==> config.mk <==
export PLATFORM = sky130hd
export DESIGN_NAME = imem_fetch_ctrl_flat
export DESIGN_NICKNAME = d
export VERILOG_FILES = /design/src/rtl/imem_fetch_ctrl_if.sv /design/src/rtl/imem_fetch_ctrl.sv /design/src/flat_wrapper.sv
export SDC_FILE = /design/constraint.sdc
export NUM_CORES = 1
export LEC_CHECK = 0
export CAP_MARGIN = 40
export CORE_ASPECT_RATIO = 2
export CORE_MARGIN = 2
export CORE_UTILIZATION = 56
export CTS_CLUSTER_DIAMETER = 150
export DETAILED_ROUTE_END_ITERATION = 10
export PLACE_DENSITY_LB_ADDON = 0.2
export SLEW_MARGIN = 20
export SYNTH_ARGS = -nofsm -noshare
export SYNTH_HDL_FRONTEND = slang
export SYNTH_SLANG_ARGS = --single-unit
==> constraint.sdc <==
create_clock -name clk -period 18.8 [get_ports clk]
set_input_delay 1.88 -clock clk [delete_from_list [all_inputs] [get_ports clk]]
set_output_delay 1.88 -clock clk [all_outputs]
set_load 0.005 [all_outputs]
==> src/rtl/imem_fetch_ctrl_if.sv <==
// imem_fetch_ctrl_if: imem bus, redirect and decode handshake of the fetch sequencer (FETCH_PERF_CNT_EN adds perf counters)
interface imem_fetch_ctrl_if;
    logic [63:0] imem_addr;
    logic [31:0] imem_rdata;
    logic        redirect_valid;
    logic [63:0] redirect_pc;
    logic        if_valid;
    logic [63:0] if_pc;
    logic [31:0] if_instr;
    logic        if_ready;
    logic        fetch_fault;
`ifdef FETCH_PERF_CNT_EN
    logic [31:0] perf_fetched;
    logic [31:0] perf_flushed;
    modport master (
        output imem_addr, if_valid, if_pc, if_instr, fetch_fault, perf_fetched, perf_flushed,
        input  imem_rdata, redirect_valid, redirect_pc, if_ready
    );
    modport slave (
        input  imem_addr, if_valid, if_pc, if_instr, fetch_fault, perf_fetched, perf_flushed,
        output imem_rdata, redirect_valid, redirect_pc, if_ready
    );
`else
    modport master (
        output imem_addr, if_valid, if_pc, if_instr, fetch_fault,
        input  imem_rdata, redirect_valid, redirect_pc, if_ready
    );
    modport slave (
        input  imem_addr, if_valid, if_pc, if_instr, fetch_fault,
        output imem_rdata, redirect_valid, redirect_pc, if_ready
    );
`endif
endinterface

==> src/rtl/imem_fetch_ctrl.sv <==
// imem_fetch_ctrl: imem fetch sequencer with 2-entry queue, redirect flush and fault stop (FETCH_PERF_CNT_EN adds perf counters)
module imem_fetch_ctrl #(
    parameter logic [63:0] RESET_PC   = 64'h0,
    parameter int          IMEM_BYTES = 88,
    parameter int          QDEPTH     = 2
) (
    input logic               clk,
    input logic               reset,
    imem_fetch_ctrl_if.master bus
);
    typedef enum logic {RUN, FAULT} state_t;
    state_t      state, state_nx;
    logic [63:0] fetch_pc, last_pc;
    logic [31:0] last_instr;
    logic [63:0] pc_q [QDEPTH];
    logic [31:0] instr_q [QDEPTH];
    logic        rd_ptr, wr_ptr, full, empty, bad, pop, push;
    always_comb begin
        empty    = (rd_ptr == wr_ptr) && !full;
        bad      = (fetch_pc[1:0] != 2'b00) || (fetch_pc + 64'd3 >= 64'(IMEM_BYTES));
        pop      = !empty && bus.if_ready && !bus.redirect_valid;
        push     = (state == RUN) && !bus.redirect_valid && !bad && (!full || pop);
        state_nx = bus.redirect_valid ? RUN : (state == RUN && bad) ? FAULT : state;
    end
    assign bus.imem_addr   = fetch_pc;
    assign bus.if_valid    = !empty;
    assign bus.if_pc       = empty ? last_pc : pc_q[rd_ptr];
    assign bus.if_instr    = empty ? last_instr : instr_q[rd_ptr];
    assign bus.fetch_fault = (state == FAULT) && empty;
    always_ff @(posedge clk) begin
        if (reset) begin
            state      <= RUN;
            fetch_pc   <= RESET_PC;
            rd_ptr     <= 1'b0;
            wr_ptr     <= 1'b0;
            full       <= 1'b0;
            last_pc    <= 64'd0;
            last_instr <= 32'd0;
        end else begin
            state <= state_nx;
            if (!empty) begin
                last_pc    <= bus.if_pc;
                last_instr <= bus.if_instr;
            end
            if (bus.redirect_valid) begin
                fetch_pc <= bus.redirect_pc;
                rd_ptr   <= wr_ptr;
                full     <= 1'b0;
            end else begin
                if (push) begin
                    fetch_pc <= fetch_pc + 64'd4;
                    wr_ptr   <= !wr_ptr;
                end
                if (pop)
                    rd_ptr <= !rd_ptr;
                if (push != pop)
                    full <= push && (!wr_ptr == rd_ptr);
            end
        end
    end
    // storage needs no reset: pointers and full flag define what is live
    always_ff @(posedge clk) begin
        if (push) begin
            pc_q[wr_ptr]    <= fetch_pc;
            instr_q[wr_ptr] <= bus.imem_rdata;
        end
    end
`ifdef FETCH_PERF_CNT_EN
    logic [31:0] fetched, flushed;
    logic [32:0] fet_sum, flu_sum;
    logic [1:0]  occ;
    always_comb begin
        occ     = full ? 2'd2 : {1'b0, !empty};
        fet_sum = {1'b0, fetched} + {32'd0, push};
        flu_sum = {1'b0, flushed} + (bus.redirect_valid ? {31'd0, occ} : 33'd0);
    end
    always_ff @(posedge clk) begin
        if (reset) begin
            fetched <= 32'd0;
            flushed <= 32'd0;
        end else begin
            fetched <= fet_sum[32] ? 32'hFFFF_FFFF : fet_sum[31:0];
            flushed <= flu_sum[32] ? 32'hFFFF_FFFF : flu_sum[31:0];
        end
    end
    assign bus.perf_fetched = fetched;
    assign bus.perf_flushed = flushed;
`endif
endmodule

==> src/flat_wrapper.sv <==
// flat-port wrapper written by rule: the top's interface ports become plain ports
module imem_fetch_ctrl_flat 
#(
    parameter logic [63:0] RESET_PC   = 64'h0,
    parameter int          IMEM_BYTES = 88,
    parameter int          QDEPTH     = 2
)
  (clk, reset, bus_imem_addr, bus_if_valid, bus_if_pc, bus_if_instr, bus_fetch_fault, bus_imem_rdata, bus_redirect_valid, bus_redirect_pc, bus_if_ready);
  imem_fetch_ctrl_if bus_i ();
  input logic clk;
  input logic reset;
  output wire logic [$bits(bus_i.imem_addr)-1:0] bus_imem_addr;
  output wire logic [$bits(bus_i.if_valid)-1:0] bus_if_valid;
  output wire logic [$bits(bus_i.if_pc)-1:0] bus_if_pc;
  output wire logic [$bits(bus_i.if_instr)-1:0] bus_if_instr;
  output wire logic [$bits(bus_i.fetch_fault)-1:0] bus_fetch_fault;
  input wire logic [$bits(bus_i.imem_rdata)-1:0] bus_imem_rdata;
  input wire logic [$bits(bus_i.redirect_valid)-1:0] bus_redirect_valid;
  input wire logic [$bits(bus_i.redirect_pc)-1:0] bus_redirect_pc;
  input wire logic [$bits(bus_i.if_ready)-1:0] bus_if_ready;
  assign bus_imem_addr = bus_i.imem_addr;
  assign bus_if_valid = bus_i.if_valid;
  assign bus_if_pc = bus_i.if_pc;
  assign bus_if_instr = bus_i.if_instr;
  assign bus_fetch_fault = bus_i.fetch_fault;
  assign bus_i.imem_rdata = bus_imem_rdata;
  assign bus_i.redirect_valid = bus_redirect_valid;
  assign bus_i.redirect_pc = bus_redirect_pc;
  assign bus_i.if_ready = bus_if_ready;
  imem_fetch_ctrl #(.RESET_PC(RESET_PC), .IMEM_BYTES(IMEM_BYTES), .QDEPTH(QDEPTH)) u_core (.clk(clk), .reset(reset), .bus(bus_i));
endmodule
# After elaboration in Yosys (flattened, before gate mapping)
# Memory sizes are Yosys's and may differ from the RTL's. A register that Yosys moved wholly into a read port is not among the register bits.
# Cells that the tools add are included.
dict set report op_classes {
  muxes 12
  reduce_logical 22
  n_lt_le_gt_ge 1
  bitwise_logic 2
  eq_ne 3
  addsub 2
}
# op count
set op_table {}
lappend op_table {{64-bit 2-to-1 mux} 3}
lappend op_table {{64-bit by 2-bit adder with 64-bit output (second input constant)} 1}
lappend op_table {{64-bit by 3-bit adder with 64-bit output (second input constant)} 1}
lappend op_table {{64-bit by 7-bit greater-or-equal comparator with 1-bit output (second input constant)} 1}
lappend op_table {{32-bit 2-to-1 mux} 1}
lappend op_table {{1-bit logical AND} 9}
lappend op_table {{1-bit 2-to-1 mux} 8}
lappend op_table {{1-bit logical NOT} 6}
lappend op_table {{2-bit nonzero test} 3}
lappend op_table {{1-bit equality test} 2}
lappend op_table {{1-bit logical OR} 2}
lappend op_table {{1-bit inverter} 2}
lappend op_table {{2-bit AND reduction} 1}
lappend op_table {{2-bit OR reduction} 1}
lappend op_table {{1-bit inequality test} 1}
dict set report totals {
  output_inout_bits 162
  regBits 164
  mem_bits_rw 192
  word_cells 51
  inputBits 100
  n_memories 2
}
# memory words width rd rd_ports_with_merged_regs write_ports line_no
set memory_table {}
lappend memory_table {u_core.pc_q 2 64 1 1 1 imem_fetch_ctrl.sv:15} ;# logic [63:0] pc_q [QDEPTH];
lappend memory_table {u_core.instr_q 2 32 1 1 1 imem_fetch_ctrl.sv:16} ;# logic [31:0] instr_q [QDEPTH];

# Longest topological paths before layout
# Gate-level depths: netlist of run 1.
dict set report depth {
  word_depth 9
  depth_mapped 12
  mapped_depth_nobuf 10
}

# Worst setup path after synthesis of run 1
# No wires, ideal clock.
dict set report synth_timing {
  kind {register to register}
  startpoint {reg u_core.fetch_pc[16] (netlist: u_core.bus.imem_addr[16])}
  endpoint {mem u_core.instr_q[1][0] (enable)}
  t_required_ns 18.112
  stages_incl_launch_ff 11
  arrival_time_ns 9.930
  slack_ns 8.182
  setup_ns 0.688
  path_cell_list {dfxtp_1 nand4_1 or4_2 clkbuf_1 a2111o_1 a21oi_1 o221a_2 nor4b_1 nand3_1 or3_1 nor3b_1}
}
dict set report synth_between {
  elab_chain_cells 8
}
# item line_no
set synth_rtl {}
lappend synth_rtl {{start: declaration} imem_fetch_ctrl.sv:13} ;# logic [63:0] fetch_pc, last_pc;
lappend synth_rtl {{start signal: assignment} imem_fetch_ctrl.sv:46} ;# fetch_pc <= bus.redirect_pc;
lappend synth_rtl {{start signal: assignment} imem_fetch_ctrl.sv:51} ;# fetch_pc <= fetch_pc + 64'd4;
lappend synth_rtl {{64-bit by 2-bit adder with 64-bit output} imem_fetch_ctrl.sv:20} ;# bad = (fetch_pc[1:0] != 2'b00) || (fetch_pc + 64'd3 >= 64'(IMEM_BYTES));
lappend synth_rtl {{64-bit by 7-bit greater-or-equal comparator with 1-bit output} imem_fetch_ctrl.sv:20}
lappend synth_rtl {{1-bit logical OR} imem_fetch_ctrl.sv:20}
lappend synth_rtl {{1-bit logical NOT} imem_fetch_ctrl.sv:22} ;# push = (state == RUN) && !bus.redirect_valid && !bad && (!full || pop);
lappend synth_rtl {{1-bit logical AND (2 in a row)} imem_fetch_ctrl.sv:22}
lappend synth_rtl {{1-bit 2-to-1 mux} imem_fetch_ctrl.sv:63} ;# if (push) begin
lappend synth_rtl {{1-bit 2-to-1 mux (implied by the code)} imem_fetch_ctrl.sv:65} ;# instr_q[wr_ptr] <= bus.imem_rdata;
lappend synth_rtl {{end: declaration} imem_fetch_ctrl.sv:16}
# No other way between the ends.

# Worst setup path after layout of run 1
dict set report layout_timing {
  startpoint {reg u_core.fetch_pc[28] (netlist: u_core.bus.imem_addr[28])}
  endpoint {mem u_core.instr_q[0][2] (enable)}
}
# Same word-level chain as after synthesis.

==> results.toml, run 1 <==
[clock_tree]
clk_pin_slew_worst_paths_ns = 0.07
cts_inserted_buffers = 29
clockBufferDepth = 3
ctsHtreeMaxLevel = 1
cts_setup_buffers = 0
cts_resized = 0
clockRootBuffer = "clkbuf_16"
clock_latency_ns = 0.58
hold_buffers = 0
cts_tree = "done"
clkSinkCount = 357

[route]
firstDrtPassIters = 6
drtIter0Drc = 620
drt-total-wl_mm = 35.36
ant_nets = 0
wl_per_cell_microns = 19.51
drc_errors = 0
dr_total_vias = 10210
detail_route.vias_per_cell = 5.634

[global_routing]
grt_pass1_wl_mm = 53.22
use_met1_pct = 31.89
use_met3_pct = 4.043
grt_max_degree = 92
grt_remaining_overflow = 0
antenna_found_initial = 0
grt.busiest_layer = "met2"
groute.layer.met2.usage_pct = 44.65
first_global_vias = 9799
track_usage_pct = 25.41

[sta]
period_needed_ns = 5.458
fmax_ghz = 0.1832
hold_viol = 0
skew_ns = 0.02526
report.final.slew_viol_count = 0
finalSetupViolCount = 0
tightestPinTransition_ns = 0.8361
post-route-period-util_pct = 29.03
relSlewSlack_pct = 44.26
fin_setup_tns_ns = 0
rsz0062_at_grt = "no"
setup_slack_ns = 13.34

[power_and_ir_drop]
powerDensity_nw_per_um2 = 85.62
power_leakage_nw = 6.148
peakVddDrop_uv = 81.57

[yosys]
syn_inst = 1214
ys_top_cells_by_area = "edfxtp_1 (40%), dfxtp_1 (23%), mux2i_1 (11%)"
synthDistinctLibCells = 63
synth_fa_ha_area_share_pct = 0.08712
ys_async_sr_fraction_pct = 0
yosys-mux-area-fraction_pct = 10.87
ys.flop_type = "edfxtp_1"
yosysWarningCount = 0
yosys.area.top_type_share_pct = 40.14
synth_edf_count = 192
synth_xor_area_share_pct = 1.159
ys_ff_latch = 357
synth_compound_area_share_pct = 7.013
synth_fp_nets = 1315
synth_top_area_cell = "edfxtp_1"
synth-simple-area-share_pct = 15.25
ys_seq_area_share_pct = 63.14
synth.avg_cell_area_sq_um = 11.83
syn_area_sq_um = 14360
synth_top_family_by_area = "simple AND/OR/NAND/NOR gates"

[finish]
fin_nets = 1550
drive_gt1_share_pct = 5.503
fin_cells = 1812
antenna_cells = 0
syn2layout_area_growth_pct = 27.50
finish.utilization_pct = 71.97

[place]
dp_slack_ns = 13.36
numPortBuffers = 261
hpwl_mm = 23.99
place_inst = 1756
place.gp.congestion = 0.9145

[worst_setup_path]
cp-start-kind = "register"
setup.worst_path.end = "u_core.instr_q[0][2]"
path_max_fanout = 37
critPathRequiredTime_ns = 19.07
rr_worst_depth = 11
cp-end-kind = "register"
critPathKind = "register to register"
r2r-end = "u_core.instr_q[0][2]"
r2r-start = "u_core.bus.imem_addr[28]"
worstPathArrival_ns = 5.72
r2r_setup_slack_ns = 13.34
crit_start = "u_core.bus.imem_addr[28]"

[floorplanning]
fp-row-count = 83
ios = 262
die_h_microns = 230.5
dieArea_sq_um = 27020
start_util_pct = 56.45
die-width_microns = 117.2
core-area_sq_um = 25440

[flow_run]
drv_cap = 0

[run_status]
status = "finished clean"

[min_path]
hp-class = "register to register"
==> layout by cell type (no fill, tap or decap), types with 5 or more instances in the layout <==
cell type and count:
xor2_1 5, xnor2_1 14, o31ai_1 8, nor2b_1 96
o21ai_0 108, or3_1 10, clkinv_2 7, and4_1 5
nand2_1 111, nor2_1 79, mux2i_1 156, nor3_1 22
clkbuf_1 6, nand3_1 20, dfxtp_1 164, a31oi_1 5
nor4_1 16, nand4_1 17, o211ai_1 5, a21oi_1 6
edfxtp_1 192, or4_1 9, clkdlybuf4s50_1 259, inv_1 20
clkbuf_16 30, buf_4 10, and3_1 9
==> per-layer routing <==
layer	up-vias	routed length [microns]	share of wire [%]
li1	4864	-	-
met2	345	18480	52
met1	4948	14010	40
met4	0	835	2.4
met5	-	0	0
met3	52	2033	5.8
==> per-stage QoR <==
stage | power [mW] | instance area, sq um | hold WS, ns
after CTS | 1.575 | 18270 | 0.5461
after global placement | 0.9463 | 17190 | 0.5307
final | 1.568 | 18310 | 0.5448
after global routing | 1.614 | 18310 | 0.5569
after floorplan | 0.8934 | 14360 | 0.4659
after detailed placement | 0.9485 | 17260 | 0.5329
==> sequential cells by signal, summed over array words and instances (netlist names), named ones only <==
signal	count
u_core.bus.imem_addr	64
u_core.wr_ptr	1
u_core.full	1
u_core.rd_ptr	1
u_core.last_instr	32
u_core.pc_q	128
u_core.state	1
u_core.last_pc	64
u_core.instr_q	64
==> kinds of logic after synthesis <==
logic type,Yosys count
simple gates,421
buf+inv,91
fa+ha+maj,1
mux,156
xor+xnor,19
compound gates,169
flops,357
==> critical path: stages (launching register included) <==
cell and delay, ns:
dfxtp_1 0.57, nand4_1 0.39, or4b_1 0.72, nor4_1 0.45, and3_1 0.23, o22ai_1 0.10
or4_1 0.49, or3_1 0.46, or4_1 0.51, inv_4 0.35, buf_4 0.56, buf_12 0.29
==> area by class of cell <==
type	count	area, sq um
clock buffer	38	800.8
clock inverter	16	203.9
fill	1823	7131
inverter	21	81.33
multi-input combinational	766	4946
sequential	357	9072
tap	340	425.4
timing repair buffer	274	2783
==> worst min-delay path by stage <==
stage                                         from            endpoint  slack, ns  cells past startpoint
after floorplan           u_core.bus.imem_addr[28]  u_core.pc_q[0][28]       0.47                      0
final                     u_core.bus.imem_addr[21]  u_core.pc_q[1][21]       0.54                      0
after CTS                  u_core.bus.imem_addr[9]   u_core.pc_q[1][9]       0.55                      0
after global routing      u_core.bus.imem_addr[21]  u_core.pc_q[1][21]       0.56                      0
after global placement     u_core.bus.imem_addr[9]   u_core.pc_q[0][9]       0.53                      0
after detailed placement   u_core.bus.imem_addr[9]   u_core.pc_q[1][9]       0.53                      0
==> where the power goes <==
group          internal, mW  leakage (nW)  switching [mW]
Clock                 0.359         0.495           0.276
Sequential            0.829          3.07          0.0217
Combinational        0.0489          2.58          0.0341
==> cell usage after synthesis (all sizes together), types with 3 or more instances <==
cell / n
nor4: 18
a21oi: 6
a211o: 3
and2: 5
nand4: 18
a311oi: 3
buf: 23
nor3: 22
o21a: 4
and4: 5
inv: 21
mux2i: 156
nor2: 79
nor2b: 96
o31a: 3
xor2: 5
o31ai: 8
nand3: 21
dfxtp: 165
edfxtp: 192
o211ai: 5
nor4b: 4
o21ai: 109
or3: 11
xnor2: 14
o22ai: 4
clkbuf: 47
nand2: 111
and3: 9
or4: 12
a31oi: 5
(Power assumes the default switching activity.)
==> run 2: changes to the inputs <==
CORE_UTILIZATION = 47   (was 56)
clock period = 4.9 ns   (was 18.8 ns; I/O delays follow)
==> run 2 against run 1 <==
Utilization fell by 9.7 points. Non-clock buffer count rose by 30. Critical path depth did not move. Critical path type unchanged. Global-route usage fell by 1.8 points. Flip-flop and latch count did not move. Largest power group unchanged.
==> results.toml, run 2 (same netlist as run 1, synthesis figures left out) <==
[power_and_ir_drop]
power_leakage_nw = 6.375
powerDensity_nw_per_um2 = 321.3
peakVddDrop_uv = 257.6

[worst_setup_path]
worstPathArrival_ns = 4.78
critPathKind = "register to register"
r2r-start = "u_core.bus.imem_addr[28]"
setup.worst_path.end = "u_core.instr_q[0][0]"
path_cells = "nand4_1 > or4b_1 > nor4_1 > and3_1 > o22ai_1 > or4_1 > or3_1 > or4_1 > clkinvlp_4 > buf_12 > buf_4"
critPathRequiredTime_ns = 5.17
crit_slowest_cell = "or4b_1"
crit_start = "u_core.bus.imem_addr[28]"
critPathMaxStageDelay_ns = 0.71
cp-start-kind = "register"
r2r-end = "u_core.instr_q[0][0]"
rr_worst_depth = 11
crit_top_cell = "or4_1"
cp-end-kind = "register"
r2r_setup_slack_ns = 0.39
path_max_fanout = 13

[route]
dr_total_vias = 10270
drt-total-wl_mm = 38.72
drtIter0Drc = 559
drc_errors = 0
firstDrtPassIters = 5
detail_route.vias_per_cell = 5.486
ant_nets = 0
wl_per_cell_microns = 20.68

[flow_run]
drv_cap = 0

[sta]
skew_ns = 0.01855
tightestPinTransition_ns = 0.7907
finalSetupViolCount = 0
rsz0062_at_grt = "no"
fmax_ghz = 0.2219
post-route-period-util_pct = 91.97
period_needed_ns = 4.506
fin_setup_tns_ns = 0
hold_viol = 0
relSlewSlack_pct = 47.29
report.final.slew_viol_count = 0
setup_slack_ns = 0.3936

[finish]
fin_nets = 1582
mostFrequentLayoutCells = "clkdlybuf4s50_1 (259), edfxtp_1 (192), mux2i_1 (156)"
largest_reg_flops = 128
drive_gt1_share_pct = 9.574
antenna_cells = 0
layout_commonest_cell = "clkdlybuf4s50_1"
syn2layout_area_growth_pct = 30.89
fin_area_sq_um = 18800
regMostFlops = "u_core.pc_q"

[place]
dp_slack_ns = 0.3208
hpwl_mm = 27.51
numPortBuffers = 261
placed_cell_area_sq_um = 17740
place.gp.congestion = 0.8726

[clock_tree]
cts_inserted_buffers = 31
ctsHtreeMaxLevel = 1
cts_tree = "done"
clockBufferDepth = 3
clock_latency_ns = 0.57
clockRootBuffer = "clkbuf_16"
hold_buffers = 0
clkSinkCount = 357
clk_pin_slew_worst_paths_ns = 0.07

[global_routing]
antenna_found_initial = 0
track_usage_pct = 23.63
first_global_vias = 10240
grt_remaining_overflow = 0
grt_max_degree = 82
grt_pass1_wl_mm = 58.13

[floorplanning]
dieArea_sq_um = 32060
fp-row-count = 90
ios = 262
die-width_microns = 127.6
core-area_sq_um = 30180
die_h_microns = 251.2
start_util_pct = 47.59

[run_status]
status = "finished clean"

[min_path]
hp-class = "input port to register"
[run 2: cell types whose count changed in the layout (fill, tap and decap cells not counted), sizes merged]
cell,change
clkinv,+1
clkbuf,+5
inv,-3
bufinv,-1
buf,+30
[run 2: report_power, final]
group,switching [mW],internal [mW]
sequential,0.0627,3.18
combinational,0.165,0.200
clock,1.05,1.38
[run 2: cell type report]
class                           count  area [sq um]
Clock buffer                       43         860.8
Clock inverter                     13         147.6
Fill cell                        2415         11380
Inverter                           21         82.58
Multi-Input combinational cell    766          5074
Sequential cell                   357          9116
Tap cell                          368         460.4
Timing Repair Buffer              304          3058
[run 2: worst max-delay path, delay by kind of cell (launching register included)]
family	cells	cell delay [ns]
AOI/OAI and AO/OA	1	0.10
buffers and inverters	3	0.51
DFF	1	0.49
and+or+nand+nor	7	3.08
[run 2: how the worst min path moves through the flow]
stage                        startpoint                        to  slack (ns)  cells past startpoint
2_1_floorplan  u_core.bus.imem_addr[28]        u_core.pc_q[0][28]        0.45                      0
3_3_place_gp    u_core.bus.imem_addr[7]         u_core.pc_q[0][7]        0.47                      0
3_5_place_dp   u_core.bus.imem_addr[18]        u_core.pc_q[1][18]        0.48                      0
4_1_cts                           reset  u_core.bus.imem_addr[63]        0.30                      2
5_1_grt                           reset  u_core.bus.imem_addr[63]        0.33                      2
6_report                          reset  u_core.bus.imem_addr[63]        0.31                      2
[run 2: per-layer routing]
layer / GRT usage [%] / vias up / wire length, microns
met4: 10.89 / 0 / 1783
met2: 45.42 / 291 / 21360
li1: - / 4918 / -
met1: 24.59 / 4982 / 13780
met5: 0 / - / 0
met3: 3.618 / 79 / 1803
[run 2: timing repair]
| item | in CTS | in global routing |
|---|---|---|
| hold endpoints to repair | 0 | 0 |
| gates resized for setup | 0 | 0 |
| setup buffers | 0 | 3 |
| setup endpoints to repair | 0 | 7 |
[run 2: per-stage QoR]
stage / hold slack [ns] / total power [mW] / utilization [%] / std cells
final: 0.3108 / 6.040 / 62.29 / 1872
after global routing: 0.3315 / 6.236 / 62.29 / 1872
after CTS: 0.2967 / 6.094 / 62.14 / 1869
after detailed placement: 0.4800 / 3.674 / 58.79 / 1813
after global placement: 0.4713 / 3.666 / 58.60 / 1810
after floorplan: 0.4514 / 3.436 / - / 1214
==> run 3: changes to the inputs <==
CAP_MARGIN = not set   (was 40)
==> run 3 against run 2 <==
Die area unchanged. Clock power decreased by 5%. Non-clock buffer count decreased by 6. Largest cell class unchanged.
==> results.toml, run 3 (same netlist as run 1, synthesis figures left out) <==
[run_status]
status = "finished clean"

[clock_tree]
clockBufferDepth = 3
cts_resized = 0
clk_pin_slew_worst_paths_ns = 0.07
hold_buffers = 0
clkSinkCount = 357
cts_setup_buffers = 0
ctsHtreeMaxLevel = 1
cts_tree = "done"
clockRootBuffer = "clkbuf_16"
cts_inserted_buffers = 31
clock_latency_ns = 0.58

[place]
hpwl_mm = 27.24
place_inst = 1810
numPortBuffers = 261
placed_cell_area_sq_um = 17680
dp_slack_ns = 0.3406
place.gp.congestion = 0.8726

[global_routing]
use_met3_pct = 3.703
grt_max_degree = 123
use_met1_pct = 24.04
antenna_found_initial = 0
grt_remaining_overflow = 0
grt_pass1_wl_mm = 57.86
track_usage_pct = 23.50
first_global_vias = 10310
groute.layer.met2.usage_pct = 45.38
grt.busiest_layer = "met2"

[sta]
fmax_ghz = 0.2157
finalSetupViolCount = 0
tightestPinTransition_ns = 1.057
skew_ns = 0.01629
worst_hold_slack_ns = 0.4761
rsz0062_at_grt = "no"
setup_slack_ns = 0.2645
relSlewSlack_pct = 29.52
report.final.slew_viol_count = 0
post-route-period-util_pct = 94.60
period_needed_ns = 4.636
hold_viol = 0

[route]
detail_route.vias_per_cell = 5.451
wl_per_cell_microns = 20.65
dr_total_vias = 10170
drt-total-wl_mm = 38.54
drc_errors = 0
ant_nets = 0
drtIter0Drc = 564
firstDrtPassIters = 6

[power_and_ir_drop]
powerDensity_nw_per_um2 = 317.2
peakVddDrop_uv = 291.8
power_leakage_nw = 6.293

[floorplanning]
die_h_microns = 251.2
die-width_microns = 127.6
ios = 262
start_util_pct = 47.59
fp-row-count = 90
core-area_sq_um = 30180
dieArea_sq_um = 32060

[worst_setup_path]
crit_buf_inv = 2
path_max_fanout = 32
crit_family = "simple AND/OR/NAND/NOR gates"
path_cells = "nand4_1 > or3_1 > nor3_1 > nor4b_2 > xor2_1 > a211o_2 > or3_1 > or4_1 > clkinvlp_4 > buf_12"
crit_top_cell = "or3_1"
cp-start-kind = "register"
cp-end-kind = "register"
critPathRequiredTime_ns = 5.16
critPathMaxStageDelay_ns = 0.58
critPathKind = "register to register"
worstPathArrival_ns = 4.89
crit_slowest_cell = "or3_1"

[finish]
largest_reg_flops = 128
layout_commonest_cell = "clkdlybuf4s50_1"
finish.utilization_pct = 61.77
mostFrequentLayoutCells = "clkdlybuf4s50_1 (259), edfxtp_1 (192), mux2i_1 (156)"
syn2layout_area_growth_pct = 29.78
fin_nets = 1576
regMostFlops = "u_core.pc_q"
fin_area_sq_um = 18640
antenna_cells = 0
drive_gt1_share_pct = 9.479
fin_cells = 1866

[min_path]
hp-class = "input port to register"

[flow_run]
drv_cap = 0
-- run 3: per-stage QoR --
step                total power, mW  setup TNS [ns]
finish                        5.913               0
global route                  6.110               0
CTS                           5.976               0
detailed placement            3.670               0
global placement              3.666               0
floorplan                     3.436          -61.76
-- run 3: report_power, final --
part	total, mW	internal [mW]	switching, mW
registers	3.24	3.18	0.0621
clock network	2.31	1.24	1.07
logic	0.362	0.198	0.164
total	5.91	4.62	1.29
-- run 3: cell type report --
cell class	instances	area (sq um)
fill	2464	11540
sequential	357	9116
multi-input combinational	766	5080
timing repair buffer	298	2952
clock buffer	36	814.5
tap	368	460.4
clock inverter	20	135.1
inverter	21	82.58
-- run 3: worst register-to-register path: stages, from the launching register on --
cell,delay (ns)
dfxtp_2,0.49
nand4_1,0.36
or3_1,0.59
nor3_1,0.43
nor4b_2,0.33
xor2_1,0.11
a211o_2,0.36
or3_1,0.52
or4_1,0.53
clkinvlp_4,0.33
buf_12,0.27
-- run 3: final timing paths --
kind,from,slack (ns),cells past startpoint,to
setup / recovery,u_core.bus.imem_addr[28],0.26,10,u_core.pc_q[0][25]
hold reg to reg,u_core.bus.imem_addr[16],0.50,0,u_core.pc_q[1][16]
hold / removal,reset,0.48,2,u_core.bus.imem_addr[61]
setup reg to reg,u_core.bus.imem_addr[28],0.26,10,u_core.pc_q[0][25]
-- run 3: layer usage --
metal | share of wire (%) | vias to the layer above | wire [microns]
met5 | 0 | - | 0
met4 | 4.6 | 0 | 1767
met3 | 5.0 | 76 | 1919
met2 | 55 | 308 | 21350
met1 | 35 | 4875 | 13500
li1 | - | 4913 | -
